`src/rtl/hazard_ctrl.sv`:
```
// Hazard controller for the 5-stage RV32I core: shadows the EX/MEM destinations,
// registers EX operand forwarding selects, and sequences load-use/mem-wait/redirect stalls.
module hazard_ctrl #(
  parameter int CNT_W = 16
) (
  input  logic             i_clk,
  input  logic             i_rst_n,
  input  logic             i_id_valid,
  input  logic [4:0]       i_id_rs1,
  input  logic [4:0]       i_id_rs2,
  input  logic             i_id_use_rs1,
  input  logic             i_id_use_rs2,
  input  logic [4:0]       i_id_rd,
  input  logic             i_id_reg_wen,
  input  logic             i_id_mem_read,
  input  logic             i_ex_redirect,
  input  logic             i_mem_valid,
  input  logic             i_mem_ready,
  output logic             o_frwd_alu_op1,
  output logic             o_frwd_mem_alu_op1,
  output logic             o_frwd_mem_op1,
  output logic             o_frwd_alu_op2,
  output logic             o_frwd_mem_alu_op2,
  output logic             o_frwd_mem_op2,
  output logic             o_stall_fd,
  output logic             o_stall_all,
  output logic             o_flush_fd,
  output logic             o_bubble_ex,
  output logic [CNT_W-1:0] o_lu_cnt
);

  // e1 shadows the instruction in EX, e2 the one in MEM
  logic       e1_valid, e1_wen, e1_load;
  logic [4:0] e1_rd;
  logic       e2_valid, e2_wen, e2_load;
  logic [4:0] e2_rd;

  logic       mw, lu, lu_taken;
  logic [2:0] fwd1, fwd2;

  function automatic logic writes(input logic v, input logic w, input logic [4:0] rd,
                                  input logic [4:0] r);
    return v & w & (rd == r) & (r != 5'd0);
  endfunction

  // returns {alu, mem_alu, mem}; nearest producer wins
  function automatic logic [2:0] fwd_sel(input logic use_r, input logic [4:0] r,
                                         input logic e1v, input logic e1w, input logic [4:0] e1r,
                                         input logic e2v, input logic e2w, input logic [4:0] e2r,
                                         input logic e2l);
    logic [2:0] sel;
    sel = 3'b000;
    if (use_r) begin
      if (writes(e1v, e1w, e1r, r))
        sel = 3'b100;
      else if (writes(e2v, e2w, e2r, r) && !e2l)
        sel = 3'b010;
      else if (writes(e2v, e2w, e2r, r))
        sel = 3'b001;
    end
    return sel;
  endfunction

  always_comb begin
    mw = i_mem_valid & ~i_mem_ready;
    lu = i_id_valid & e1_valid & e1_load & e1_wen & (e1_rd != 5'd0) &
         ((i_id_use_rs1 & (i_id_rs1 == e1_rd)) | (i_id_use_rs2 & (i_id_rs2 == e1_rd)));
    o_stall_fd  = 1'b0;
    o_stall_all = 1'b0;
    o_flush_fd  = 1'b0;
    o_bubble_ex = 1'b0;
    lu_taken    = 1'b0;
    if (mw) begin
      o_stall_all = 1'b1;
    end else if (i_ex_redirect) begin
      o_flush_fd  = 1'b1;
      o_bubble_ex = 1'b1;
    end else if (lu) begin
      o_stall_fd  = 1'b1;
      o_bubble_ex = 1'b1;
      lu_taken    = 1'b1;
    end
    fwd1 = fwd_sel(i_id_use_rs1, i_id_rs1, e1_valid, e1_wen, e1_rd,
                   e2_valid, e2_wen, e2_rd, e2_load);
    fwd2 = fwd_sel(i_id_use_rs2, i_id_rs2, e1_valid, e1_wen, e1_rd,
                   e2_valid, e2_wen, e2_rd, e2_load);
  end

  always_ff @(posedge i_clk) begin
    if (!i_rst_n) begin
      e1_valid <= 1'b0;
      e1_wen   <= 1'b0;
      e1_load  <= 1'b0;
      e1_rd    <= 5'd0;
      e2_valid <= 1'b0;
      e2_wen   <= 1'b0;
      e2_load  <= 1'b0;
      e2_rd    <= 5'd0;
      {o_frwd_alu_op1, o_frwd_mem_alu_op1, o_frwd_mem_op1} <= 3'b000;
      {o_frwd_alu_op2, o_frwd_mem_alu_op2, o_frwd_mem_op2} <= 3'b000;
      o_lu_cnt <= '0;
    end else if (!mw) begin
      e2_valid <= e1_valid;
      e2_wen   <= e1_wen;
      e2_load  <= e1_load;
      e2_rd    <= e1_rd;
      e1_valid <= i_id_valid & ~o_bubble_ex;
      e1_wen   <= i_id_reg_wen;
      e1_load  <= i_id_mem_read;
      e1_rd    <= i_id_rd;
      {o_frwd_alu_op1, o_frwd_mem_alu_op1, o_frwd_mem_op1} <= o_bubble_ex ? 3'b000 : fwd1;
      {o_frwd_alu_op2, o_frwd_mem_alu_op2, o_frwd_mem_op2} <= o_bubble_ex ? 3'b000 : fwd2;
      if (lu_taken && (o_lu_cnt != {CNT_W{1'b1}}))
        o_lu_cnt <= o_lu_cnt + {{(CNT_W-1){1'b0}}, 1'b1};
    end
  end

endmodule

```
`config.mk`:
```
export PLATFORM = sky130hd
export DESIGN_NAME = hazard_ctrl
export DESIGN_NICKNAME = d
export VERILOG_FILES = /design/src/rtl/hazard_ctrl.sv
export SDC_FILE = /design/constraint.sdc
export NUM_CORES = 1
export LEC_CHECK = 0
export CAP_MARGIN = 40
export CORE_MARGIN = 5
export CORE_UTILIZATION = 52
export DETAILED_ROUTE_END_ITERATION = 10
export GPL_ROUTABILITY_DRIVEN = 1
export PLACE_DENSITY_LB_ADDON = 0.08
export SYNTH_ARGS = -nofsm -noshare
export SYNTH_HDL_FRONTEND = slang
export SYNTH_SLANG_ARGS = --single-unit
export TNS_END_PERCENT = 100
```
`constraint.sdc`:
```
create_clock -name i_clk -period 4.7 [get_ports i_clk]
set_clock_uncertainty 0.1 [all_clocks]
set_input_delay 0.47 -clock i_clk [delete_from_list [all_inputs] [get_ports i_clk]]
set_output_delay 0.47 -clock i_clk [all_outputs]
set_load 0.01 [all_outputs]
```
==> impl_metrics.tcl <==
set metrics [dict create \
    outcome "finished clean" \
    synth_area_leaders "dfxtp_1, nand2_1, a21oi_1" \
    drt_iter0_markers 128 \
    gp_congestion 0.810 \
    crit_chain "clkdlybuf4s50_1, nand2b_1, clkinv_1, nor2_1, clkdlybuf4s50_1" \
    leakage_nw 0.884 \
    synthFlopType "dfxtp_1" \
    cp_num_cells 5 \
    syn_area_sq_um 2010 \
    ioPinCount 51 \
    drive_above_1_share_pct 5.74 \
    worstMarginPinSlew_ns 0.666 \
    path_class "in -> out" \
    whs_path_depth 2 \
    synth-edff-count 0 \
    period_needed_ns 3.41 \
    cp-startpoint "i_mem_ready" \
    largest_register_ff_count 16 \
    ant_nets 0 \
    largest_registers "o_lu_cnt: 16 flops, e1_rd: 5 flops, e2_rd: 5 flops" \
    num_rows 22 \
    rr_worst_depth 5 \
    stdcell_count 344 \
    start_util_pct 54.2 \
    die-width_um 72.2 \
    cts_max_path_buffers 2 \
    syn-num-nets 273 \
    slowest_delay_ns 0.61 \
    first_pass_iters 5 \
    cts_tree "built" \
    crit_fanout 20 \
    power.density_nw_per_um2 280 \
    dr_total_vias 1968 \
    track_usage_pct 19.0 \
    slew_headroom_pct 55.6 \
    syn_avg_cell_area_sq_um 8.16 \
    setup_tns_ns 0 \
    cts_resized 0 \
    ys_seq_area_share_pct 37.8 \
    synth_cell_types 41 \
    arrival_ns 2.84 \
    final_cell_area_sq_um 2690 \
    start_kind "input port" \
    dp_hpwl_um 3530 \
    cap_viol_max_count 0 \
    synth_most_common_cell "nand2_1" \
    final_util_pct 72.4 \
    dieArea_sq_um 5220 \
    fmax_ghz 0.293 \
    cts.sinks 38 \
    rr_endpoint "o_lu_cnt[3]" \
    grt_overflow_total 0 \
    grt_setup_unrepaired "false" \
    slew_viol_final 0 \
    post_drt_wl_per_cell_um 14.3 \
    grt_pass1_wl_um 8030 \
    port-buffer-count 50 \
    peakVddDrop_v 0.000246 \
    synth_area_leader_cell "dfxtp_1" \
    setup.worst_path.end "o_flush_fd" \
    area_delta_synth_final_pct 33.5 \
    fin_nets 321 \
    synthArstFlopShare_pct 0 \
    crit_buf_inv 3 \
    drc 0 \
    yosysWarnings 0 \
    viasPerCell 5.72 \
    finalHoldViolCount 0 \
    synth_seq_cells 38 \
    finalSetupViolations 0 \
    fin_crit_sh_pct 72.5 \
    worst_path_max_delay_cell "clkinv_1" \
    wl_um 4910 \
    htree_levels 2 \
    critPathTopFamily "buffers and inverters" \
    regMostFlops "o_lu_cnt" \
    antenna_found_initial 0 \
    dp.cells 336 \
    ff2ff_setup_slack_ns 2.53 \
    crit_path_end_kind "output pin" \
    cp.required_ns 4.13 \
    synth_top_area_share_pct 37.8 \
    antenna_cells 0 \
    coreArea_sq_um 3720 \
    cpMostUsedCell "clkdlybuf4s50_1" \
    postCtsSetupRepairBufs 0 \
    insertion_delay_ns 0.29 \
    path_clk_slew_ns 0.08 \
    syn_inst 247 \
    reg2reg_from "o_lu_cnt[0]" \
    grt_pass1_vias 1760 \
    synthTopCellsByCount "nand2_1, dfxtp_1, a21oi_1, or4_1, xor2_1" \
    worstHoldPathType "reg -> reg" \
    die_h_um 72.2 \
    place_area_sq_um 2550 \
    cts-root-buf "clkbuf_8" \
    numCtsBuffers 5 \
    postCtsHoldBufs 0 \
    total_power_mw 0.752 \
    grt_max_degree 35 \
]
## layout make-up
cell class	count	area, sq um
multi-input cells	194	1180
fillers	310	1030
flip-flops and latches	38	761
repair buffers	52	536
clock buffers	5	68.8
clock inverters	3	68.8
well taps	48	60.1
inverters	4	15.0
## tightest hold or removal path, delay by kind of cell, from the launching register on
| kind | cells | cell delay [ns] |
|---|---|---|
| AOI/OAI and AO/OA | 1 | 0.06 |
| DFF | 1 | 0.33 |
| and+or+nand+nor | 1 | 0.05 |
## cell families after synthesis
group                    count (synthesis)  share of synthesized area [%]
buffers and inverters                   15                           3.66
AO/OA/AOI/OAI                           62                           20.7
multiplexers                             2                          0.994
flip-flops                              38                           37.8
XOR/XNOR                                20                           8.70
adder cells (fa/ha/maj)                  1                          0.621
AND/OR/NAND/NOR                        109                           27.6
## layer usage
metal / track usage, % / wire length, um
met1: 27.8 / 2450
met2: 27.7 / 2100
met3: 4.85 / 305
met4: 4.80 / 57
met5: 0 / 0
## report_power, final
part	total (mW)	switching, mW	internal (mW)
clock	0.332	0.120	0.213
combinational	0.0810	0.0393	0.0417
sequential	0.338	0.00940	0.329
total	0.752	0.169	0.583
## metrics by stage
stage               hold slack [ns]  setup WS (ns)
floorplan                     0.332           2.45
global placement              0.334           1.31
detailed placement            0.347           1.30
CTS                           0.359           1.26
global route                  0.387           1.09
finish                        0.365           1.29
## layout by cell type, fill, tap and decap left out, types with 2 or more instances in the layout
cell type | synthesis | layout
nor3_1 | 5 | 5
nand2b_1 | 5 | 5
inv_1 | 3 | 3
clkdlybuf4s50_1 | 0 | 50
and3_1 | 2 | 2
and4_1 | 2 | 2
mux2i_1 | 2 | 2
a21oi_1 | 29 | 29
bufinv_16 | 0 | 2
o21ai_0 | 8 | 8
nand3_1 | 10 | 10
or4_1 | 14 | 14
xor2_1 | 12 | 12
o41ai_1 | 3 | 3
nand4_1 | 4 | 4
nor2_1 | 8 | 8
nand2_1 | 49 | 49
o31ai_1 | 11 | 11
clkbuf_8 | 0 | 5
xnor2_1 | 8 | 8
or3_1 | 3 | 3
o21a_1 | 3 | 3
dfxtp_1 | 38 | 38
## worst min-delay path by stage
stage | slack (ns) | from | end
2_1_floorplan | 0.33 | e2_valid | e2_valid
3_3_place_gp | 0.33 | o_frwd_mem_op2 | o_frwd_mem_op2
3_5_place_dp | 0.35 | o_frwd_mem_op2 | o_frwd_mem_op2
4_1_cts | 0.36 | e2_wen | e2_wen
5_1_grt | 0.39 | e1_wen | e1_wen
6_report | 0.36 | o_frwd_mem_alu_op2 | o_frwd_mem_alu_op2
Power figures use the tool's default switching activity.
